$ cat config.mk
export PLATFORM = sky130hd
export DESIGN_NAME = xm23_mem_stage
export DESIGN_NICKNAME = d
export VERILOG_FILES = /design/src/rtl/xm23_mem_stage.sv
export SDC_FILE = /design/constraint.sdc
export NUM_CORES = 1
export LEC_CHECK = 0
export ABC_CLOCK_PERIOD_IN_PS = 4450
export BUFFER_PORTS_ARGS = -buffer_cell sky130_fd_sc_hd__buf_2
export CELL_PAD_IN_SITES_DETAIL_PLACEMENT = 1
export CELL_PAD_IN_SITES_GLOBAL_PLACEMENT = 1
export CORE_ASPECT_RATIO = 0.8
export CORE_MARGIN = 10
export CORE_UTILIZATION = 41
export CTS_CLUSTER_SIZE = 10
export DETAILED_ROUTE_END_ITERATION = 7
export GPL_TIMING_DRIVEN = 0
export PLACE_DENSITY_LB_ADDON = 0.1
export REMOVE_ABC_BUFFERS = 1
export SKIP_LAST_GASP = 1
export SLEW_MARGIN = 25
export SYNTH_ARGS = -nofsm -noshare
export SYNTH_HDL_FRONTEND = slang
export SYNTH_SLANG_ARGS = --single-unit
$ cat constraint.sdc
create_clock -name clk -period 4.45 [get_ports clk]
set_clock_uncertainty 0.1 [all_clocks]
set_input_delay 0.445 -clock clk [delete_from_list [all_inputs] [get_ports clk]]
set_output_delay 0.445 -clock clk [all_outputs]
set_load 0.01 [all_outputs]
$ cat src/rtl/xm23_mem_stage.sv
// ----------------------------------------------------------------------------
// xm23_mem_stage
//
// Data-memory access stage of the XM23 pipeline. Takes one LD/ST/LDR/STR
// request at a time from the execute stage, forms the effective address
// (pre/post increment/decrement, signed offset), drives the synchronous data
// RAM and returns the load result and any base-register update to the
// register-file writeback path. The pipeline is stalled while a request is
// in flight.
//
// Ports
//   clk, reset                 pipeline clock, async active-low reset
//   req_valid / req_ready      request handshake from the execute stage
//   is_store, wb               store select, byte (1) / word (0) access
//   prpo, dec, inc             addressing mode (prpo 1 = pre, 0 = post)
//   base_reg, base_val         base register number and value
//   offset                     sign-extended LDR/STR offset (0 for LD/ST)
//   store_val                  store source value
//   dst_reg, dst_old           load destination and its current value
//   flush                      branch-mispredict flush
//   dram_addr/data/byteena/wren, dram_q   synchronous data RAM port
//   ld_valid, ld_reg, ld_data  load writeback strobe
//   bupd_valid, bupd_reg, bupd_data       base-register update strobe
//   stall                      req_valid & ~req_ready
//   align_err                  word access with odd effective address
//
// Parameter
//   RAM_LATENCY  cycles from dram_addr to valid dram_q (1..4)
// ----------------------------------------------------------------------------
//
// state  | meaning
// -------+----------------------------------------------------------------
// IDLE   | no request in flight, ready to accept
// ACCESS | RAM address/data/enables presented; store writes here
// WAIT   | load waiting for RAM read data (RAM_LATENCY cycles)
// DONE   | load result presented on ld_*; next request may be accepted
//
module xm23_mem_stage #(
  parameter int unsigned RAM_LATENCY = 1
) (
  input  logic        clk,
  input  logic        reset,
  input  logic        req_valid,
  output logic        req_ready,
  input  logic        is_store,
  input  logic        wb,
  input  logic        prpo,
  input  logic        dec,
  input  logic        inc,
  input  logic [2:0]  base_reg,
  input  logic [15:0] base_val,
  input  logic [15:0] offset,
  input  logic [15:0] store_val,
  input  logic [2:0]  dst_reg,
  input  logic [15:0] dst_old,
  input  logic        flush,
  output logic [14:0] dram_addr,
  output logic [15:0] dram_data,
  output logic [1:0]  dram_byteena,
  output logic        dram_wren,
  input  logic [15:0] dram_q,
  output logic        ld_valid,
  output logic [2:0]  ld_reg,
  output logic [15:0] ld_data,
  output logic        bupd_valid,
  output logic [2:0]  bupd_reg,
  output logic [15:0] bupd_data,
  output logic        stall,
  output logic        align_err
);

  typedef enum logic [1:0] {
    S_IDLE   = 2'd0,
    S_ACCESS = 2'd1,
    S_WAIT   = 2'd2,
    S_DONE   = 2'd3
  } state_t;

  // WAIT lasts RAM_LATENCY cycles: counter loaded in ACCESS, exits at zero.
  localparam logic [1:0] WAIT_INIT = 2'(RAM_LATENCY - 1);

  state_t      state_q, state_d;
  logic [1:0]  wait_cnt_q;
  logic        wait_tc;
  logic        accept;
  logic        ld_capture;

  logic        st_store_q;
  logic        st_wb_q;
  logic        st_hi_q;
  logic [2:0]  st_dst_q;
  logic [15:0] st_dst_old_q;
  logic        flush_seen_q;
  logic        ld_valid_q;

  logic [15:0] step;
  logic [15:0] adjusted;
  logic [15:0] ea;

  // --------------------------------------------------------------------------
  // Effective address (all sums wrap modulo 2^16)
  // --------------------------------------------------------------------------
  always_comb begin
    step = wb ? 16'd1 : 16'd2;
    if (inc) begin
      adjusted = base_val + step;
    end else if (dec) begin
      adjusted = base_val - step;
    end else begin
      adjusted = base_val;
    end
    ea = (prpo ? adjusted : base_val) + offset;
  end

  // DONE also accepts so that loads sustain one per 2+RAM_LATENCY cycles.
  assign req_ready = (state_q == S_IDLE) || (state_q == S_DONE);
  assign stall     = req_valid & ~req_ready;
  assign accept    = req_valid & req_ready & ~flush;
  assign wait_tc   = (wait_cnt_q == 2'd0);

  // A flush coinciding with the writeback strobe still squashes it.
  assign ld_valid  = ld_valid_q & ~flush;

  // --------------------------------------------------------------------------
  // FSM
  // --------------------------------------------------------------------------
  always_ff @(posedge clk or negedge reset) begin
    if (!reset) begin
      state_q <= S_IDLE;
    end else begin
      state_q <= state_d;
    end
  end

  always_comb begin
    state_d    = state_q;
    ld_capture = 1'b0;
    case (state_q)
      S_IDLE: begin
        if (accept) state_d = S_ACCESS;
      end
      S_ACCESS: begin
        state_d = st_store_q ? S_IDLE : S_WAIT;
      end
      S_WAIT: begin
        if (wait_tc) begin
          state_d    = S_DONE;
          ld_capture = 1'b1;
        end
      end
      S_DONE: begin
        state_d = accept ? S_ACCESS : S_IDLE;
      end
      default: state_d = S_IDLE;
    endcase
  end

  always_ff @(posedge clk or negedge reset) begin
    if (!reset) begin
      wait_cnt_q <= 2'd0;
    end else if (state_q == S_ACCESS) begin
      wait_cnt_q <= WAIT_INIT;
    end else if (state_q == S_WAIT && !wait_tc) begin
      wait_cnt_q <= wait_cnt_q - 2'd1;
    end
  end

  // Remember a flush seen while a load is still in flight.
  always_ff @(posedge clk or negedge reset) begin
    if (!reset) begin
      flush_seen_q <= 1'b0;
    end else if (accept) begin
      flush_seen_q <= 1'b0;
    end else if (flush && !st_store_q &&
                 (state_q == S_ACCESS || state_q == S_WAIT)) begin
      flush_seen_q <= 1'b1;
    end
  end

  // --------------------------------------------------------------------------
  // Request latch, RAM port and writeback registers
  // --------------------------------------------------------------------------
  always_ff @(posedge clk or negedge reset) begin
    if (!reset) begin
      st_store_q   <= 1'b0;
      st_wb_q      <= 1'b0;
      st_hi_q      <= 1'b0;
      st_dst_q     <= 3'd0;
      st_dst_old_q <= 16'd0;
      dram_addr    <= 15'd0;
      dram_data    <= 16'd0;
      dram_byteena <= 2'b00;
      dram_wren    <= 1'b0;
      bupd_valid   <= 1'b0;
      bupd_reg     <= 3'd0;
      bupd_data    <= 16'd0;
      align_err    <= 1'b0;
      ld_valid_q   <= 1'b0;
      ld_reg       <= 3'd0;
      ld_data      <= 16'd0;
    end else begin
      dram_wren  <= 1'b0;
      bupd_valid <= 1'b0;
      align_err  <= 1'b0;
      ld_valid_q <= 1'b0;

      if (accept) begin
        st_store_q   <= is_store;
        st_wb_q      <= wb;
        st_hi_q      <= ea[0];
        st_dst_q     <= dst_reg;
        st_dst_old_q <= dst_old;
        // Address stays on the port through WAIT for multi-cycle RAMs.
        dram_addr    <= ea[15:1];
        dram_byteena <= wb ? (ea[0] ? 2'b10 : 2'b01) : 2'b11;
        dram_data    <= wb ? {store_val[7:0], store_val[7:0]} : store_val;
        dram_wren    <= is_store;
        bupd_valid   <= inc | dec;
        if (inc | dec) begin
          bupd_reg  <= base_reg;
          bupd_data <= adjusted;
        end
        // Odd word address is flagged; the access proceeds with bit0 dropped.
        align_err    <= ~wb & ea[0];
      end

      if (ld_capture) begin
        ld_valid_q <= ~flush_seen_q & ~flush;
        ld_reg     <= st_dst_q;
        ld_data    <= st_wb_q ?
                      {st_dst_old_q[15:8], (st_hi_q ? dram_q[15:8] : dram_q[7:0])} :
                      dram_q;
      end
    end
  end

endmodule
==> impl_metrics.csv <==
group,metric,value,unit
synthesis,synth_common_cells,"nand2_1, dfrtp_1, o21ai_0, nor2_1, a21oi_1",
cells_and_area,stdcell_area,6570,µm²
setup_path,arrival,4020,ps
synthesis,seq_area_frac_synth,45.0,%
setup_path,r2r_cells,7,
route,wl,15900,µm
setup_path,crit_fanout,16,
setup_path,criticalPathCategory,"in2reg",
pwr,total_power,3650,µW
sta,worst_pin_slew,698,ps
worst_hold_path,hold_end,"st_dst_q[0]",
worst_hold_path,hold_start,"dst_reg[0]",
floorplan,die_w,146,µm
cells_and_area,top_regs,"bupd_data: 16 flops, dram_data: 16 flops, ld_data: 16 flops",
clock_network,clkTransAtPathRegs,70,ps
route,drc,0,
setup_path,r2r_start,"state_q[0]",
synthesis,synth.distinct_cells,52,
setup_path,critical_path_required,4570,ps
setup_path,cp_slowest_stage_delay,460,ps
cells_and_area,diodes,0,
setup_path,ff2ff_setup_slack,1900,ps
synthesis,yosysTopAreaCellShare,45.0,%
global_routing,grt_max_degree,72,
route,drt-pass1-iter-count,4,
setup_path,end_kind,"flop",
pwr,power.leakage,0.00327,µW
global_routing,grt_pass1_vias,5004,
setup_path,start_kind,"input pin",
setup_path,timing.rr.end,"bupd_data[5]",
clock_network,cts_num_sinks,94,
synthesis,ys.flop_type,"dfrtp_1",
route,via_count,4567,
sta,setup_tns,0,ps
clock_network,post_cts_buffers,0,
sta,final_hold_viol_count,0,
pwr,pwr_density_cell,555,nW/µm²
setup_path,crit_top_cell,"ha_1",
clock_network,cts_buffers,9,
sta,whs,180,ps
sta,slew_viol_final,0,
synthesis,synth_cells,577,
route,drt-initial-drc-count,170,
clock_network,worstSkewPairLatency,350,ps
placement,placed_cell_area,6260,µm²
synthesis,synth_area_per_cell,9.07,µm²
floorplan,core,12300,µm²
synthesis,mappedNetlistArea,5230,µm²
global_routing,grt_pass1_wl,26300,µm
global_routing,track_usage,18.3,%
floorplan,rows,36,
global_routing,overflow,0,
clock_network,cts_tree,"built",
sta,slew_headroom,53.3,%
clock_network,htreeDepth,3,
synthesis,synth-edff-count,0,
synthesis,ys_ff_latch,94,
cells_and_area,final_nets,848,
worst_hold_path,whs_path_depth,3,
floorplan,die_y,121,µm
pwr,peakVddDrop,0.000315,V
sta,finalSetupViolCount,0,
sta,fin_crit,3900,ps
cells_and_area,area_delta_synth_final,25.5,%
floorplan,initial_core_util,42.4,%
floorplan,ios,172,
placement,portBuffers,163,
global_routing,grt_antenna_before_repair,0,
route,vias_per_cell,5.07,
synthesis,ys_warn_count,0,
floorplan,dieArea,17700,µm²
clock_network,cts-root-buf,"clkbuf_16",
clock_network,clk_path_buf_depth,2,
sta,period_share,87.6,%
run,drv_cap,0,
worst_hold_path,min_path_type,"in2reg",
placement,gp_congestion,0.841,
cells_and_area,drive_above_1_share,27.8,%
synthesis,synth.area.top_cells,"dfrtp_1, nand2_1, ha_1",
status,status,"complete, no violations",
setup_path,cp_cell_sequence,"buf_2, ha_1, inv_1, fa_1, or3_1, o41ai_2, nand2_1, xnor2_1, ha_1, a211oi_1, o211ai_1, a21o_1, a21oi_1, xor2_1, o21ai_0",
sta,fmax,257,MHz
route,ant_nets,0,
synthesis,synthArstFlopShare,100,%
setup_path,crit_path_top_delay_cell,"or3_1",
sta,grt_setup_unrepaired,"false",
placement,dp_hpwl,12400,µm
clock_network,cts_resized,0,
route,wl_per_cell,17.6,µm
synthesis,yosysTopAreaCell,"dfrtp_1",
clock_network,holdBufCountCts,1,
synthesis,synth_most_common_cell,"nand2_1",
[critical path, delay by kind of cell]
kind | cells | cell delay [ps]
buffers and inverters | 2 | 440
AND/OR/NAND/NOR | 2 | 570
AO/OA/AOI/OAI | 6 | 1220
XOR/XNOR | 2 | 320
adder cells (fa/ha/maj) | 3 | 990
[routing by layer]
layer | vias up | track usage, % | wire length (µm)
met4 | 0 | 4.68 | 155
met2 | 110 | 30.3 | 7530
met1 | 2185 | 22.1 | 7100
met5 | - | 0 | 0
li1 | 2261 | - | -
met3 | 11 | 6.90 | 1070
[through the flow]
step,utilization (%),setup slack [ps],instances
floorplan,-,675,548
detailed placement,50.7,184,885
global placement,49.8,-1460,882
CTS,53.2,551,901
finish,53.2,554,901
global route,53.2,181,901
[logic make-up after synthesis]
group           Yosys count  share of synthesized area, %
compound gates          121                          13.8
xor+xnor                 38                          6.36
fa+ha+maj                27                          6.89
buf+inv                  48                          3.66
flops                    94                          45.0
mux                      33                          6.50
simple gates            216                          17.8
[cells in the final DEF, fill, tap and decap left out, types with 3 or more instances in the layout]
cell	instances
dfrtp_1	94
a211oi_1	7
nand3_1	13
buf_2	162
nand4_1	3
and3_1	3
mux2i_1	25
fa_1	3
inv_1	19
mux2_2	8
a21o_1	4
a21oi_1	31
ha_1	24
o21ai_0	48
xnor2_1	28
clkbuf_16	9
buf_16	3
nor2_1	31
nor2b_1	4
a31oi_1	6
nand2_1	135
o21ai_1	3
nor3_1	6
xor2_1	10
or3_1	5
[worst max-delay path by stage]
stage	startpoint	cells past startpoint	slack, ps	end
after floorplan	state_q[0]	6	680	bupd_data[12]
after CTS	wb	15	550	dram_addr[8]
after global placement	state_q[0]	6	-1460	bupd_data[12]
after detailed placement	wb	15	180	dram_addr[8]
final	wb	15	550	dram_addr[8]
after global routing	wb	15	180	dram_addr[8]
[layout make-up]
class | count | area (µm²)
clock buffer | 12 | 256
fill | 1520 | 5770
timing repair buffer | 167 | 915
clock inverter | 3 | 43.8
multi-input combinational | 435 | 2720
inverter | 19 | 71.3
tap | 171 | 214
sequential | 94 | 2350
[where the power goes]
part           total, µW  switching [µW]  internal [µW]  leakage [µW]
clock network        796             332            464      0.000149
logic               1410             821            585       0.00197
registers           1450             211           1240       0.00115
Power figures use the tool's default switching activity.
